===== config.mk =====
export PLATFORM = sky130hd
export DESIGN_NAME = ram_burst_interface
export DESIGN_NICKNAME = d
export VERILOG_FILES = /design/src/rtl/ram_burst_interface.sv
export SDC_FILE = /design/constraint.sdc
export NUM_CORES = 1
export LEC_CHECK = 0
export ABC_AREA = 1
export CORE_AREA = 8 8 250 204
export DETAILED_ROUTE_END_ITERATION = 16
export DIE_AREA = 0 0 258 212
export DONT_BUFFER_PORTS = 1
export GPL_TIMING_DRIVEN = 1
export HOLD_SLACK_MARGIN = 0.06
export PLACE_DENSITY = 0.65
export SYNTH_ARGS = -nofsm -noshare
export SYNTH_HDL_FRONTEND = slang
export SYNTH_SLANG_ARGS = --single-unit

===== constraint.sdc =====
create_clock -name CLK -period 12.9 [get_ports CLK]
set_input_delay 0 -clock CLK [delete_from_list [all_inputs] [get_ports CLK]]
set_output_delay 0 -clock CLK [all_outputs]
set_load 0.01 [all_outputs]

===== src/rtl/ram_burst_interface.sv =====
// Cache-line burst engine: line fill, line write-back, or write-back followed by fill over a narrow RAM bus.
// Define RAM_BURST_TIMEOUT_EN to build the per-beat RAM_ACK timeout (ERR is tied low otherwise).
module ram_burst_interface #(
    parameter int ADDR_SIZE = 20,
    parameter int LINE_SIZE = 128,
    parameter int BUS_SIZE  = 16,
    parameter int TIMEOUT   = 255
) (
    input  logic                 CLK,
    input  logic                 RESET,
    input  logic                 SIG_RAM_RD,
    input  logic                 SIG_RAM_WR,
    input  logic [ADDR_SIZE-1:0] IN_ADDR,
    input  logic [ADDR_SIZE-1:0] IN_WB_ADDR,
    input  logic [LINE_SIZE-1:0] IN_LINE,
    output logic [LINE_SIZE-1:0] OUT_LINE,
    output logic                 OUT_ACK,
    output logic                 BUSY,
    output logic                 ERR,
    input  logic [BUS_SIZE-1:0]  RAM_IN_DATA,
    input  logic                 RAM_ACK,
    output logic [BUS_SIZE-1:0]  RAM_OUT_DATA,
    output logic [ADDR_SIZE-1:0] RAM_ADDR,
    output logic                 RAM_REQ,
    output logic                 RAM_READ_NOT_WRITE,
    output logic [1:0]           dbg_state
);

    localparam int BEATS = LINE_SIZE / BUS_SIZE;
    localparam int BW    = $clog2(BEATS);
    localparam int HW    = ADDR_SIZE - BW;
    localparam logic [BW-1:0] LAST_BEAT = BW'(BEATS - 1);

    if (BEATS < 2 || (BEATS & (BEATS - 1)) != 0 || BEATS * BUS_SIZE != LINE_SIZE || TIMEOUT < 1)
    begin : g_bad_params
        $error("ram_burst_interface: illegal LINE_SIZE/BUS_SIZE ratio or TIMEOUT");
    end

    typedef enum logic [1:0] {
        IDLE = 2'd0,
        WB   = 2'd1,
        FILL = 2'd2,
        DONE = 2'd3
    } state_t;

    state_t                        state;
    logic [BW-1:0]                 beat;
    logic [BW-1:0]                 beat_nxt;
    logic [HW-1:0]                 wb_base;
    logic [HW-1:0]                 fill_base;
    logic [LINE_SIZE-1:0]          wb_rest;
    logic [LINE_SIZE-BUS_SIZE-1:0] shadow;
    logic [LINE_SIZE-1:0]          fill_line;
    logic                          fill_pending;
    logic                          timeout_hit;
    logic                          unused_addr_bits;

    assign beat_nxt         = beat + 1'b1;
    assign fill_line        = {RAM_IN_DATA, shadow};
    assign dbg_state        = state;
    assign unused_addr_bits = ^{IN_ADDR[BW-1:0], IN_WB_ADDR[BW-1:0]};

    // Beat handshake: while RAM_REQ is high, RAM_ADDR, RAM_OUT_DATA and RAM_READ_NOT_WRITE are held
    // until RAM_ACK is sampled high on a rising edge; the next beat follows on the very next cycle.
    // The first cycle in WB/FILL after a request is a launch cycle with RAM_REQ still low, so ACK is
    // only ever honoured while RAM_REQ is high.
    always_ff @(posedge CLK or posedge RESET) begin
        if (RESET) begin
            state              <= IDLE;
            beat               <= '0;
            wb_base            <= '0;
            fill_base          <= '0;
            wb_rest            <= '0;
            shadow             <= '0;
            fill_pending       <= 1'b0;
            OUT_LINE           <= '0;
            OUT_ACK            <= 1'b0;
            BUSY               <= 1'b0;
            RAM_REQ            <= 1'b0;
            RAM_READ_NOT_WRITE <= 1'b0;
            RAM_ADDR           <= '0;
            RAM_OUT_DATA       <= '0;
        end else begin
            OUT_ACK <= 1'b0;
            case (state)
                IDLE: begin
                    if (SIG_RAM_WR) begin
                        wb_base            <= IN_WB_ADDR[ADDR_SIZE-1:BW];
                        fill_base          <= IN_ADDR[ADDR_SIZE-1:BW];
                        fill_pending       <= SIG_RAM_RD;
                        wb_rest            <= IN_LINE >> BUS_SIZE;
                        beat               <= '0;
                        RAM_READ_NOT_WRITE <= 1'b0;
                        RAM_ADDR           <= {IN_WB_ADDR[ADDR_SIZE-1:BW], {BW{1'b0}}};
                        RAM_OUT_DATA       <= IN_LINE[BUS_SIZE-1:0];
                        BUSY               <= 1'b1;
                        state              <= WB;
                    end else if (SIG_RAM_RD) begin
                        fill_base          <= IN_ADDR[ADDR_SIZE-1:BW];
                        fill_pending       <= 1'b0;
                        beat               <= '0;
                        RAM_READ_NOT_WRITE <= 1'b1;
                        RAM_ADDR           <= {IN_ADDR[ADDR_SIZE-1:BW], {BW{1'b0}}};
                        BUSY               <= 1'b1;
                        state              <= FILL;
                    end
                end
                WB: begin
                    if (!RAM_REQ) begin
                        RAM_REQ <= 1'b1;
                    end else if (timeout_hit) begin
                        RAM_REQ <= 1'b0;
                        OUT_ACK <= 1'b1;
                        beat    <= '0;
                        state   <= DONE;
                    end else if (RAM_ACK) begin
                        if (beat == LAST_BEAT) begin
                            beat <= '0;
                            if (fill_pending) begin
                                RAM_READ_NOT_WRITE <= 1'b1;
                                RAM_ADDR           <= {fill_base, {BW{1'b0}}};
                                state              <= FILL;
                            end else begin
                                RAM_REQ <= 1'b0;
                                OUT_ACK <= 1'b1;
                                state   <= DONE;
                            end
                        end else begin
                            beat         <= beat_nxt;
                            RAM_ADDR     <= {wb_base, beat_nxt};
                            RAM_OUT_DATA <= wb_rest[BUS_SIZE-1:0];
                            wb_rest      <= wb_rest >> BUS_SIZE;
                        end
                    end
                end
                FILL: begin
                    if (!RAM_REQ) begin
                        RAM_REQ <= 1'b1;
                    end else if (timeout_hit) begin
                        RAM_REQ <= 1'b0;
                        OUT_ACK <= 1'b1;
                        beat    <= '0;
                        state   <= DONE;
                    end else if (RAM_ACK) begin
                        // Beats shift in from the top, so beat 0 ends up in the lowest slot.
                        shadow <= fill_line[LINE_SIZE-1:BUS_SIZE];
                        if (beat == LAST_BEAT) begin
                            beat     <= '0;
                            OUT_LINE <= fill_line;
                            RAM_REQ  <= 1'b0;
                            OUT_ACK  <= 1'b1;
                            state    <= DONE;
                        end else begin
                            beat     <= beat_nxt;
                            RAM_ADDR <= {fill_base, beat_nxt};
                        end
                    end
                end
                DONE: begin
                    BUSY         <= 1'b0;
                    fill_pending <= 1'b0;
                    state        <= IDLE;
                end
                default: state <= IDLE;
            endcase
        end
    end

`ifdef RAM_BURST_TIMEOUT_EN
    localparam int TW = $clog2(TIMEOUT + 1);

    logic [TW-1:0] wait_cnt;

    // Fires on the TIMEOUT-th consecutive unacknowledged cycle of a beat.
    assign timeout_hit = RAM_REQ && !RAM_ACK && (wait_cnt == TW'(TIMEOUT - 1));

    always_ff @(posedge CLK or posedge RESET) begin
        if (RESET) begin
            wait_cnt <= '0;
            ERR      <= 1'b0;
        end else begin
            ERR <= timeout_hit;
            if (!RAM_REQ || RAM_ACK || timeout_hit) begin
                wait_cnt <= '0;
            end else begin
                wait_cnt <= wait_cnt + 1'b1;
            end
        end
    end
`else
    assign timeout_hit = 1'b0;
    assign ERR         = 1'b0;
`endif

endmodule


After elaboration in Yosys (flattened, before gate mapping)
Cells that the tools add are included.
{ "word_totals": {"reg_bits": 448, "elab_cells": 117, "inputBits": 189} }
{ "classes": {"eq_ne": 18, "muxes": 66, "add_sub_neg": 1, "n_reduce_logical": 18} }
{ "op_table": {"columns": ["cell", "n"], "rows": [
  ["$mux 128", 4],
  ["$pmux 128 s2", 1],
  ["$mux 20", 9],
  ["$mux 16", 4],
  ["$pmux 20 s3", 1],
  ["$mux 17", 2],
  ["$pmux 16 s2", 1],
  ["$mux 1", 24],
  ["$ne 2x2->1 const B", 10],
  ["$mux 2", 8],
  ["$mux 3", 5],
  ["$pmux 1 s2", 5],
  ["$reduce_bool 2->1", 5],
  ["$pmux 2 s4", 1],
  ["$reduce_and 4->1", 2],
  ["$reduce_and 8->1", 1],
  ["$reduce_and 7->1", 1],
  ["$ne 3x3->1 const B", 2],
  ["$pmux 3 s2", 1],
  ["$reduce_and 2->1", 3],
  ["$reduce_and 6->1", 1],
  ["$reduce_and 5->1", 1],
  ["$eq 2x2->1 const B", 2],
  ["$ne 2x1->1 const B", 2],
  ["other kinds (7)", 7]
]} }

Longest topological paths before layout
{ "depth": {"ltp_word": 5, "mapped_depth": 11} }

Worst setup path after synthesis
No wires, ideal clock.
{ "synth_path": {"path_type": "flip-flop to flip-flop", "start": "reg state[1] (netlist: dbg_state[1])", "end": "reg wb_rest[10]", "path_slack_ns": 11.078, "stages_incl_launch_ff": 11, "arrival_time_ns": 1.702, "period_less_slack_ns": 1.822, "t_required_ns": 12.779, "cell_sequence": "dfrtp_1 -> inv_1 -> ha_1 -> inv_2 -> buf_6 -> nand2_2 -> nand3_2 -> nor2_4 -> buf_4 -> buf_2 -> o21ai_1"} }
{ "synth_between": {"elab_chain_cells": 3, "elab_cells_between_ends": 9} }
{ "synth_lines": {"columns": ["element", "line_no", "source"], "rows": [
  ["from (decl)", "46", "state_t state;"],
  ["from (signal assigned)", "69", "state <= IDLE;"],
  ["from (signal assigned)", "97", "state <= WB;"],
  ["from (signal assigned)", "105", "state <= FILL;"],
  ["$eq 2x1->1 / $logic_not 2->1 (equally long branches)", "85", "case (state)"],
  ["$ne 2x2->1 (no source line) / $reduce_bool 2->1 (equally long branches)", null, null],
  ["$reduce_and 5->1 (no source line)", null, null],
  ["to (signal assigned)", "91", "wb_rest <= IN_LINE >> BUS_SIZE;"],
  ["to (signal assigned)", "132", "wb_rest <= wb_rest >> BUS_SIZE;"],
  ["to (decl)", "51", "logic [LINE_SIZE-1:0] wb_rest;"]
]} }
Parallel ways exist; a longest one is shown, timed or not.
A chain may end at the register's enable or synchronous reset.

Final worst setup path
{ "layout_path": {"start": "reg state[1] (netlist: dbg_state[1])", "end": "reg wb_rest[54]"} }
Same word-level chain as after synthesis.

==> run metrics <==
CTS tree done; Async S/R FF share, synth 1.000; hold crit path type input pin to register; 1st-iter DRT viols roughly 1500; flops & latches, synth around 430; Sw Pwr 2036 µW; Worst setup EP type register; Initial Utilization 0.3906; Worst Hold Path EP wb_base[3]$_DFFE_PP0P_; flop-to-flop setup slack about 8300 ps; CTS max path bufs 3; f_max between 200 and 250 MHz; layout cells sized above 1 0.04240; Critical Path Start Type register; Slew HR 0.2272; Int Pwr approximately 3300 µW; GPL Wtd Cong 0.8392; Mapped Area between 15000 and 20000 µm²; final instance area around 23000 µm²; Min Hold Slack 116.0 ps; Reg power frac 0.408; Netlist cell types 26; Main synth FF type dfrtp_1; Area growth, synth to finish 24.43%; Req. time, crit path approximately 13000 ps; VDD IR-drop max between 0.1 and 0.15 mV; drt first pass iters 8; # nets final ~2600; overall power around 5300 µW; Avg Inst Size Synth 8.235 µm²; final core utilization 0.4860; Final Slew Violations 0; placed instance area 18780 µm²; post-synthesis simple-gate area fraction 0.2392; row cnt just over 70; Hold Path Stages 3; Clock Latency Late Sink 580 ps; via count 15820; pwr dens about 230 nW/µm²; RSZ-0062 raised after global routing false; Cell Chain, Critical Path inv_1 > ha_1 > inv_4 > nand2_2 > nand3_2 > nor2_4 > buf_4 > buf_4 > nand2_1 > o21ai_0; sequential share of the synthesized area 0.5852; Synth area leaders dfrtp_1 59%, nand2_1 19%, o21ai_0 8.5%; setup TNS 0 ps; largest family of logic cells by synthesized area simple AND/OR/NAND/NOR gates; global-route wire length before repair roughly 90 mm; cells on worst reg2reg path 10; Post-DP HPWL around 34 mm; Worst path slowest cell buf_4; Post-Synth Adder-Cell Area 0.005419; multiplexer area fraction after synthesis 0; fin crit period roughly 4600 ps; I/O pin count 360; Die X ~260 µm; most frequent cells after synthesis 935 x nand2_1, 432 x dfrtp_1, 313 x o21ai_0; Slew @ Worst Pin about 1200 ps; Die Y roughly 210 µm; Post-synth EDFFs 0; initial antenna violation count 2; Clk pin slew, worst setup/hold paths ~60 ps; Synth top area share 0.5852; Worst EP arrival 5080 ps; cell accounting for the most synthesized area dfrtp_1; cell family contributing the most delay on the critical path buffers and inverters; core area approximately 47000 µm²; Final ANT Viol Nets 0; syn_nets roughly 2400; most numerous cell in the Yosys netlist nand2_1; setup bufs post-CTS 0; final wirelength ~55 mm; fin crit share 0.3576; pin count of the biggest net entering global routing roughly 150; most frequent CP cell buf_4; CTS root buf clkbuf_16; CTS Buf Count 46; instance count of the mapped netlist roughly 2200; Worst Hold Launch IN_WB_ADDR[6]; Routed WL per cell approximately 18 µm; Synth Area in Compound Gates 0.1051; cts repair resizes 0; status completed; Crit Path Class register to register; Comb pwr share 0.328; Via-to-Cell Ratio just over 5; overall global routing resource usage 0.1971; warnings from Yosys 0; clk sink count ~430; xor and xnor fraction of the mapped netlist area 0; Die Footprint ~55000 µm²; # DRC 0; maxcap violations 0; Worst Path Max Fanout 110; Hold Vio Cnt, Final 0; Port-buffer cells 0; reg2reg end wb_rest[54]$_DFFE_PP0P_; skew final 23.87 ps; worst path bufs/invs 4; crit-path max cell delay between 800 and 900 ps; Final setup viols 0; Leak between 0.01 and 0.015 µW; grt total ovfl 0; number of global-route vias before repair about 16000; Net Sw Frac 0.3841; hold_buf cts about 260; Clock power frac 0.264; Reg-to-Reg Start dbg_state[1]$_DFFE_PP0P_; H-tree Lvls 2
[layer usage]
metal | vias up | GRT usage | wire (µm)
met4 | 0 | 0.06412 | 1433
met5 | - | 0 | 0
li1 | 7436 | - | -
met2 | 619 | 0.3089 | 25910
met1 | 7648 | 0.2662 | 23280
met3 | 119 | 0.05171 | 4613
[kinds of logic (layout without fill, tap and decap cells)]
logic type / count (synthesis) / count (layout)
buf+inv: 290 / 500
flops: 432 / 432
simple gates: 1125 / 1125
other cells: 1 / 8
compound gates: 387 / 387
fa+ha+maj: 8 / 8
[placed cells by master, fill, tap and decap left out, types with 2 or more instances in the layout]
master | netlist | routed
a21oi_1 | 40 | 40
buf_4 | 14 | 13
bufinv_16 | 0 | 5
clkbuf_1 | 83 | 7
clkbuf_16 | 0 | 46
clkbuf_8 | 0 | 12
clkinv_1 | 5 | 4
clkinv_2 | 0 | 5
clkinv_8 | 0 | 2
clkinvlp_4 | 0 | 4
dfrtp_1 | 432 | 432
diode_2 | 0 | 7
dlygate4sd3_1 | 0 | 256
ha_1 | 8 | 7
inv_1 | 141 | 140
nand2_1 | 935 | 932
nand2_4 | 0 | 3
nand3_1 | 133 | 133
nand4_1 | 2 | 2
nor2_1 | 49 | 48
nor2_4 | 1 | 2
o21ai_0 | 313 | 313
o21ai_1 | 32 | 32
[flip-flops by register name (all words and copies together) (netlist names), 2 cells and up]
name,count
OUT_LINE,128
RAM_ADDR,20
RAM_OUT_DATA,16
beat,3
dbg_state,2
fill_base,17
shadow,112
wb_base,17
wb_rest,112
[worst min-delay path: cells and delay by family]
kind	cells	cell delay, ps
buf+inv	1	550
simple gates	2	110
[worst max path at each step]
stage | start | endpoint | slack (ps) | cells after the start
final | dbg_state[1]$_DFFE_PP0P_ | wb_rest[54]$_DFFE_PP0P_ | 8290 | 10
after global placement | dbg_state[1]$_DFFE_PP0P_ | wb_rest[42]$_DFFE_PP0P_ | 8520 | 9
after CTS | dbg_state[1]$_DFFE_PP0P_ | wb_rest[54]$_DFFE_PP0P_ | 8380 | 9
after floorplan | RESET | BUSY$_DFFE_PP0P_ | 870 | 1
after detailed placement | dbg_state[1]$_DFFE_PP0P_ | wb_rest[54]$_DFFE_PP0P_ | 8400 | 9
after global routing | dbg_state[1]$_DFFE_PP0P_ | wb_rest[37]$_DFFE_PP0P_ | 7900 | 10
[final cells by class]
cell class | instances | area [µm²]
clock inverters | 18 | 276.5
flip-flops and latches | 432 | 10810
well taps | 629 | 787.0
repair buffers | 270 | 2680
inverters | 147 | 561.8
diodes | 7 | 17.52
multi-input cells | 1521 | 6507
fillers | 4323 | 24310
clock buffers | 65 | 1343
[power groups by stage]
stage	Clock, µW	Sequential [µW]	Combinational, µW
floorplan	0	2060	1210
global placement	0	2160	1450
detailed placement	0	2180	1500
CTS	1430	2160	1700
global route	1480	2220	1990
finish	1400	2160	1740
[through the flow]
stage,cells,worst slack (ps)
2_1_floorplan,2243,868.3
3_3_place_gp,2743,8520
3_5_place_dp,2743,8396
4_1_cts,3082,8379
5_1_grt,3084,7897
6_report,3089,8287
Power figures use the tool's default switching activity.
